--- config.mk ---
export PLATFORM = sky130hd
export DESIGN_NAME = pipe_stage_flat
export DESIGN_NICKNAME = d
export VERILOG_FILES = /design/src/rtl/pipe_stage_pkg.sv /design/src/rtl/pipe_stage_if.sv /design/src/rtl/pipe_stage_sat_counter.sv /design/src/rtl/pipe_stage.sv /design/src/flat_wrapper.sv
export SDC_FILE = /design/constraint.sdc
export NUM_CORES = 1
export LEC_CHECK = 0
export CAP_MARGIN = 20
export CORE_ASPECT_RATIO = 2
export CORE_MARGIN = 2
export CORE_UTILIZATION = 37
export DETAILED_ROUTE_END_ITERATION = 10
export DONT_BUFFER_PORTS = 1
export GPL_TIMING_DRIVEN = 0
export SLEW_MARGIN = 40
export SYNTH_ARGS = -nofsm -noshare
export SYNTH_HDL_FRONTEND = slang
export SYNTH_HIERARCHICAL = 1
export SYNTH_SLANG_ARGS = --single-unit
export TNS_END_PERCENT = 5
--- constraint.sdc ---
create_clock -name clk -period 2.2 [get_ports clk]
set_input_delay 0.33 -clock clk [delete_from_list [all_inputs] [get_ports clk]]
set_output_delay 0.33 -clock clk [all_outputs]
set_load 0.03 [all_outputs]
--- src/rtl/pipe_stage_pkg.sv ---
// Shared definitions for the pipe_stage slice: skid-mode state encoding and
// the default bubble payload.
package pipe_stage_pkg;

    // Occupancy of the stage in skid mode: nothing, output only, output plus skid.
    typedef enum logic [1:0] {
        EMPTY = 2'd0,
        ONE   = 2'd1,
        TWO   = 2'd2
    } stage_state_e;

    // Wide enough for any practical payload; instances slice off their WIDTH.
    localparam int                      BUBBLE_MAX_W   = 1024;
    localparam logic [BUBBLE_MAX_W-1:0] BUBBLE_DEFAULT = '0;

    // Entries held for a given skid-mode state.
    function automatic int unsigned occupancy(input stage_state_e s);
        case (s)
            ONE:     return 1;
            TWO:     return 2;
            default: return 0;
        endcase
    endfunction

endpackage

--- src/rtl/pipe_stage_if.sv ---
// Valid/ready handshake bundle for pipe_stage: upstream side, downstream side
// and the flush strobe.
interface pipe_stage_if #(
    parameter int WIDTH = 32
) ();
    logic             flush;
    logic             in_valid;
    logic             in_ready;
    logic [WIDTH-1:0] in_data;
    logic             out_valid;
    logic             out_ready;
    logic [WIDTH-1:0] out_data;

    // The environment around the stage: produces input entries, consumes output.
    modport master (
        output flush, in_valid, in_data, out_ready,
        input  in_ready, out_valid, out_data
    );

    // The stage itself.
    modport slave (
        input  flush, in_valid, in_data, out_ready,
        output in_ready, out_valid, out_data
    );
endinterface

--- src/rtl/pipe_stage_sat_counter.sv ---
// Up-counter that sticks at its maximum value instead of wrapping.
module sat_counter #(
    parameter int CNT_W = 16
) (
    input  logic             clk,
    input  logic             rst,
    input  logic             inc,
    output logic [CNT_W-1:0] count
);
    localparam logic [CNT_W-1:0] CNT_ONE = CNT_W'(1);

    // NOTE: sequential state is assigned with <= only, so every flop samples
    // the pre-edge values of its neighbours regardless of statement order.
    always_ff @(posedge clk) begin
        if (rst) begin
            count <= '0;
        end else if (inc && (count != '1)) begin
            count <= count + CNT_ONE;
        end
    end
endmodule

--- src/rtl/pipe_stage.sv ---
// One-deep registered pipeline stage with flush, bubble insertion and a stall
// counter. Define PIPE_SKID_EN to add a skid entry and register in_ready.
module pipe_stage
    import pipe_stage_pkg::*;
#(
    parameter int               WIDTH      = 32,
    parameter logic [WIDTH-1:0] BUBBLE_VAL = BUBBLE_DEFAULT[WIDTH-1:0],
    parameter int               CNT_W      = 16
) (
    input  logic             clk,
    input  logic             rst,
    pipe_stage_if.slave      bus,
    output logic [CNT_W-1:0] stall_cnt
);
    logic             in_ready;
    logic             accept;
    logic             drain;
    logic             out_valid_q;
    logic [WIDTH-1:0] out_data_q;

    assign accept = bus.in_valid && in_ready && !bus.flush;
    assign drain  = out_valid_q && bus.out_ready;

`ifdef PIPE_SKID_EN
    stage_state_e     state;
    logic             in_ready_q;
    logic [WIDTH-1:0] skid_q;
    logic             skid_load;

    // The skid fills only when the output is stuck and a new entry arrives.
    assign skid_load = !rst && !bus.flush && (state == ONE) && accept && !drain;

    always_ff @(posedge clk) begin
        if (rst || bus.flush) begin
            state       <= EMPTY;
            out_valid_q <= 1'b0;
            out_data_q  <= BUBBLE_VAL;
            in_ready_q  <= 1'b1;
        end else begin
            case (state)
                EMPTY: begin
                    if (accept) begin
                        state       <= ONE;
                        out_valid_q <= 1'b1;
                        out_data_q  <= bus.in_data;
                    end
                end
                ONE: begin
                    if (accept && !drain) begin
                        state      <= TWO;
                        in_ready_q <= 1'b0;
                    end else if (accept) begin
                        out_data_q <= bus.in_data;
                    end else if (drain) begin
                        state       <= EMPTY;
                        out_valid_q <= 1'b0;
                        out_data_q  <= BUBBLE_VAL;
                    end
                end
                TWO: begin
                    if (drain) begin
                        state      <= ONE;
                        out_data_q <= skid_q;
                        in_ready_q <= 1'b1;
                    end
                end
                default: begin
                    state       <= EMPTY;
                    out_valid_q <= 1'b0;
                    out_data_q  <= BUBBLE_VAL;
                    in_ready_q  <= 1'b1;
                end
            endcase
        end
    end

    // NOTE: the skid payload has no reset; its contents are meaningful only
    // while state == TWO, so resetting it would buy nothing.
    always_ff @(posedge clk) begin
        if (skid_load) begin
            skid_q <= bus.in_data;
        end
    end

    assign in_ready = in_ready_q;
`else
    always_ff @(posedge clk) begin
        if (rst || bus.flush) begin
            out_valid_q <= 1'b0;
            out_data_q  <= BUBBLE_VAL;
        end else if (accept) begin
            out_valid_q <= 1'b1;
            out_data_q  <= bus.in_data;
        end else if (drain) begin
            out_valid_q <= 1'b0;
            out_data_q  <= BUBBLE_VAL;
        end
    end

    // A draining output frees the single slot in the same cycle.
    assign in_ready = !out_valid_q || bus.out_ready;
`endif

    assign bus.in_ready  = in_ready;
    assign bus.out_valid = out_valid_q;
    assign bus.out_data  = out_data_q;

    sat_counter #(
        .CNT_W (CNT_W)
    ) u_stall_cnt (
        .clk   (clk),
        .rst   (rst),
        .inc   (out_valid_q && !bus.out_ready),
        .count (stall_cnt)
    );
endmodule

--- src/flat_wrapper.sv ---
// flat-port wrapper written by rule: the top's interface ports become plain ports
module pipe_stage_flat import pipe_stage_pkg::*;
#(
    parameter int               WIDTH      = 32,
    parameter logic [WIDTH-1:0] BUBBLE_VAL = BUBBLE_DEFAULT[WIDTH-1:0],
    parameter int               CNT_W      = 16
)
  (clk, rst, stall_cnt, bus_flush, bus_in_valid, bus_in_data, bus_out_ready, bus_in_ready, bus_out_valid, bus_out_data);
  pipe_stage_if #(.WIDTH(WIDTH)) bus_i ();
  input  logic clk;
  input  logic rst;
  output logic [CNT_W-1:0] stall_cnt;
  input wire logic [$bits(bus_i.flush)-1:0] bus_flush;
  input wire logic [$bits(bus_i.in_valid)-1:0] bus_in_valid;
  input wire logic [$bits(bus_i.in_data)-1:0] bus_in_data;
  input wire logic [$bits(bus_i.out_ready)-1:0] bus_out_ready;
  output wire logic [$bits(bus_i.in_ready)-1:0] bus_in_ready;
  output wire logic [$bits(bus_i.out_valid)-1:0] bus_out_valid;
  output wire logic [$bits(bus_i.out_data)-1:0] bus_out_data;
  assign bus_i.flush = bus_flush;
  assign bus_i.in_valid = bus_in_valid;
  assign bus_i.in_data = bus_in_data;
  assign bus_i.out_ready = bus_out_ready;
  assign bus_in_ready = bus_i.in_ready;
  assign bus_out_valid = bus_i.out_valid;
  assign bus_out_data = bus_i.out_data;
  pipe_stage #(.WIDTH(WIDTH), .BUBBLE_VAL(BUBBLE_VAL), .CNT_W(CNT_W)) u_core (.clk(clk), .rst(rst), .bus(bus_i), .stall_cnt(stall_cnt));
endmodule
# ---- Yosys cells after proc, flatten, opt, wreduce, memory -nomap -nowiden
# Cells that the tools add are included.
dict set report totals {
  out_inout_bits 50
  wordCells 20
  inputBits 37
  register_bits 49
}
dict set report classes {
  n_reduce_logical 11
  eq_ne 1
  add_sub_neg 1
  n_mux 4
}
# op count
set op_table {}
lappend op_table {{$mux 32} 2}
lappend op_table {{$add 16x1->16 const B} 1}
lappend op_table {{$ne 16x16->1 const B} 1}
lappend op_table {{$logic_and 1x1->1} 5}
lappend op_table {{$logic_not 1->1} 3}
lappend op_table {{$logic_or 1x1->1} 2}
lappend op_table {{$mux 1} 2}
lappend op_table {{$reduce_bool 2->1} 1}

# ---- Longest topological paths before layout
# Gate-level depths: netlist of the first run.
dict set report depth {
  word_depth 5
  ltp_mapped 8
  mapped_depth_nobuf 6
}

# ---- Cells and area by module
# Netlist of the first run, hierarchy kept.
# mod instances area_per_inst_um2 seq_area_each_um2 cells_per_inst
set by_module_without_submodules {}
lappend by_module_without_submodules {pipe_stage 1 1612.8 660.6 156}
lappend by_module_without_submodules {sat_counter 1 848.3 320.3 99}

# ---- Worst setup path before layout of the first run
# Ideal clock, no wire load.
dict set report synth_path {
  path_type {register to register}
  from {register u_core.out_valid_q (netlist: u_core/bus.out_valid)}
  to {register u_core.u_stall_cnt.count[9]}
  path_buffers 3
  slack_ns 0.021
  setup_ns 0.070
  t_required_ns 2.130
  t_arrival_ns 2.108
  synth_period_minus_slack_ns 2.179
  path_stages_with_launch 9
  path_cell_list {dfxtp_1 or2b_1 buf_2 buf_2 inv_1 nand2_1 clkbuf_1 or4_1 a21oi_1}
}
dict set report synth_via {
  elab_chain_cells 2
}
# element line
set synth_rtl {}
lappend synth_rtl {{from (decl)} pipe_stage.sv:18} ;# logic out_valid_q;
lappend synth_rtl {{from (signal assigned)} pipe_stage.sv:89} ;# out_valid_q <= 1'b0;
lappend synth_rtl {{from (signal assigned)} pipe_stage.sv:92} ;# out_valid_q <= 1'b1;
lappend synth_rtl {{from (signal assigned)} pipe_stage.sv:95} ;# out_valid_q <= 1'b0;
lappend synth_rtl {{$logic_and 1x1->1} pipe_stage.sv:113} ;# .inc (out_valid_q && !bus.out_ready),
lappend synth_rtl {{$logic_and 1x1->1} pipe_stage_sat_counter.sv:17} ;# end else if (inc && (count != '1)) begin
lappend synth_rtl {{to (signal assigned)} pipe_stage_sat_counter.sv:18} ;# count <= count + CNT_ONE;
lappend synth_rtl {{to (decl)} pipe_stage_sat_counter.sv:8} ;# output logic [CNT_W-1:0] count
# No other way between the ends.
# A chain may end at the register's enable or synchronous reset.

# ---- Worst setup path in the final report of the first run
dict set report layout_path {
  from {register u_core.u_stall_cnt.count[1]}
  to {register u_core.u_stall_cnt.count[1]}
}
dict set report layout_via {
  elab_chain_cells 2
  word_cells_on_any_way 3
  classes_between {add/sub: 1; eq/ne: 1; reduce/logical: 1}
}
# element
set layout_rtl {}
lappend layout_rtl {{parallel branches: the longest is 2 deep, another holds $add 16x1->16}}
# Parallel ways; which one is timed is not known.

==> reports/qor.csv, run 1 <==
metric,value,unit
status,completed,
die_w,61.7,um
timing.rr.start,u_core/u_stall_cnt/count[1]$_SDFFE_PP0P_,
r2r_end,u_core/u_stall_cnt/count[1]$_SDFFE_PP0P_,
p_leak,0.834,nW
synthCells,255,
finClkSkew,4.97,ps
cts.htree.levels,2,
relSlewSlack,0.651,
cts.sinks,49,
ir_drop,0.000468,V
cts_buffers,5,
reg2regPathDepth,6,
worstMarginPinSlew,523,ps
portBuffers,0,
fmax,487,MHz
synth.ff_latch_count,49,
worst-r2r-setup-slack,150,ps
path_buf_inv,1,
detail_route.wl_per_cell,16.5,um
clkPwrFrac,0.427,
synth_top_area_cell,dfxtp_1,
yosysSeqAreaShare,0.399,
rows,42,
synth.area.top_cells,"dfxtp_1, nand3_2, a21oi_2, nand3_1, a21oi_1",
holdCritStartpoint,bus_in_valid,
syn_to_final_growth,12.5,%
cp_max_fo,10,
vias,1956,
die_area,0.00736,sq mm
critPathLaunch,u_core/u_stall_cnt/count[1]$_SDFFE_PP0P_,
grt_pass1_wl,9490,um
first_iter_violations,128,
drc,0,
post_synth_num_cell_types,38,
start_util,0.378,
intPower,1.43,mW
clk_latency,290,ps
multiInputGateArea,0.00129,sq mm
start_kind,flip-flop,
max-clock-path-buffers,2,
p_per_area,676,mW/mm^2
slew_violations,0,
root_buffer,clkbuf_16,
critical_path.cell_chain,ha_1 > nand3_1 > nor4_4 > buf_2 > o21ai_0 > a21oi_1,
nNetsFinal,302,
vias_per_cell,5.54,
grt_pass1_vias,1936,
min_path_type,in2reg,
drt_pre_antenna_iters,4,
wl,5820,um
p_seq_frac,0.503,
regArea,986,sq um
synth.cell_area,0.00246,sq mm
crit_arrival,2270,ps
cp_top_family,flip-flops,
slowest_stage,dfxtp_1,
final_hold_viol_count,0,
required,2420,ps
fin_setup_tns,0,ps
fin_crit_sh,0.933,
synth.top_cell.area_share,0.399,
clk_pin_slew,60,ps
ioPinCount,87,
slowest_delay,580,ps
worstSetupPathType,reg2reg,
swShare,0.236,
min_period,2050,ps
cap_violations,0,
combPwrFrac,0.070,
worstSetupEndpointType,flip-flop,
whs,156,ps
nFillCells,675,
post_synth.cell_area_avg,9.65,sq um
antenna_cells,0,
crit_path_end,u_core/u_stall_cnt/count[1]$_SDFFE_PP0P_,
setup_viol,0,
grt.overflow.total,0,
ys_warn_count,6,
syn_nets,293,
hpwlAfterDp,4270,um
cts_tree,yes,
drive_gt1_frac,0.374,
grt_max_degree,15,
grt.total_usage,0.168,
antenna_left,0,
fp.dieH,119,um
place_congestion,0.764,
antenna_found_initial,0,
path_depth,6,
core,0.00652,sq mm
p_sw,442,uW
metrics by stage:
| step | util | setup slack (ps) | cells | total power [mW] | area, sq um |
|---|---|---|---|---|---|
| after floorplan | - | 21.3 | 255 | 1.07 | 2460 |
| after global routing | 0.425 | -7.15 | 353 | 1.95 | 2770 |
| after global placement | 0.395 | -234 | 343 | 1.09 | 2570 |
| after detailed placement | 0.395 | -256 | 343 | 1.09 | 2570 |
| after CTS | 0.420 | 28.6 | 351 | 1.90 | 2740 |
| final | 0.425 | 148 | 353 | 1.87 | 2770 |
cells by family after synthesis:
kind of cell | Yosys count | synth area share
buffers and inverters | 28 | 0.0808
adders and majority gates | 1 | 0.00508
and+or+nand+nor | 117 | 0.330
DFF | 49 | 0.399
xor gates and xnor gates | 2 | 0.00712
AOI/OAI and AO/OA | 56 | 0.170
muxes | 2 | 0.00864
worst min path at each step:
stage	endpoint	slack, ps	cells past startpoint
2_1_floorplan	u_core/bus.out_valid$_SDFFE_PP0P_	460	2
3_3_place_gp	u_core/bus.out_valid$_SDFFE_PP0P_	470	2
3_5_place_dp	u_core/bus.out_valid$_SDFFE_PP0P_	470	2
4_1_cts	u_core/bus.out_valid$_SDFFE_PP0P_	150	2
5_1_grt	u_core/bus.out_data[27]$_SDFFE_PP0P_	180	2
6_report	u_core/bus.out_valid$_SDFFE_PP0P_	160	2
final cells by class:
cell class	instances	area share
Clock buffer	7	0.0552
Inverter	5	0.00769
Sequential cell	49	0.356
Tap cell	88	0.0398
Buffer	23	0.0678
Timing Repair Buffer	2	0.00542
Multi-Input combinational cell	178	0.466
Clock inverter	1	0.00181
worst reg2reg max path: stages, from the launching register on:
cell and delay, ps:
dfxtp_1 580, ha_1 330, nand3_1 160, nor4_4 360, buf_2 290, o21ai_0 110, a21oi_1 160
power by group through the flow:
| stage | logic (mW) | registers, mW | clock network, mW |
|---|---|---|---|
| floorplan | 0.108 | 0.958 | 0 |
| global placement | 0.127 | 0.961 | 0 |
| detailed placement | 0.132 | 0.962 | 0 |
| CTS | 0.132 | 0.941 | 0.831 |
| global route | 0.144 | 0.943 | 0.864 |
| finish | 0.131 | 0.941 | 0.800 |
routing by layer:
layer  GRT usage  up-vias  wire length, um
met2       0.265       79             2870
met5           0        -                0
li1            -      954                -
met3      0.0673        6              586
met1       0.204      917             2280
met4      0.0519        0               82
cell usage in the layout (no fill, tap or decap), types with 2 or more instances in the layout:
cell	instances
a21oi_1	13
a21oi_2	30
and4_1	2
buf_12	3
buf_2	12
buf_4	2
buf_6	5
clkbuf_1	2
clkbuf_16	5
clkbuf_8	2
dfxtp_1	47
inv_1	4
nand2_1	7
nand3_1	40
nand3_2	30
nand4_1	3
nor2_1	6
nor2b_1	3
nor3_1	4
nor4_1	2
o21ai_0	4
o31ai_1	6
or3_1	3
or4_1	7
xnor2_1	2
cells in the mapped netlist:
master     n
o311ai_0   1
xnor2_1    2
nor4_4     1
buf_2     12
a21oi_1   13
nor2b_1    3
and4_1     3
or4_1      7
o41ai_1    1
inv_1      5
or2b_1     1
a21oi_2   30
clkbuf_1   3
nor3_1     4
nand4_4    1
dfxtp_1   49
or3_1      3
o21a_1     1
or3b_1     1
buf_12     3
nand3_2   30
nand3b_1   1
nor4bb_1   1
nand4_1    3
buf_1      1
nand2_2    1
mux2_2     1
and3_1     1
nand2_1    7
or2_1      1
nor2_1     6
o31ai_1    6
nor4_1     2
mux2i_1    1
buf_6      4
ha_1       1
nand3_1   40
o21ai_0    4
timing repair:
item / CTS / global route
setup endpoints to repair: 13 / 10
pin swaps: 0 / 1
hold buffers: 0 / 0
buffers inserted: 0 / 2
gates resized for setup: 4 / 8
hold endpoints to repair: 0 / 0
state kept, by name, indices dropped and copies added (netlist names):
name                      cells
u_core/bus.out_valid          1
u_core/u_stall_cnt/count     16
u_core/bus.out_data          32
(Power assumes the default switching activity.)
==> inputs of run 2 (changes only) <==
Settings changed: SLEW_MARGIN 40 to not set.
==> results of run 2 <==
Same layout as run 1: the final DEF is identical, and so are final timing and power.
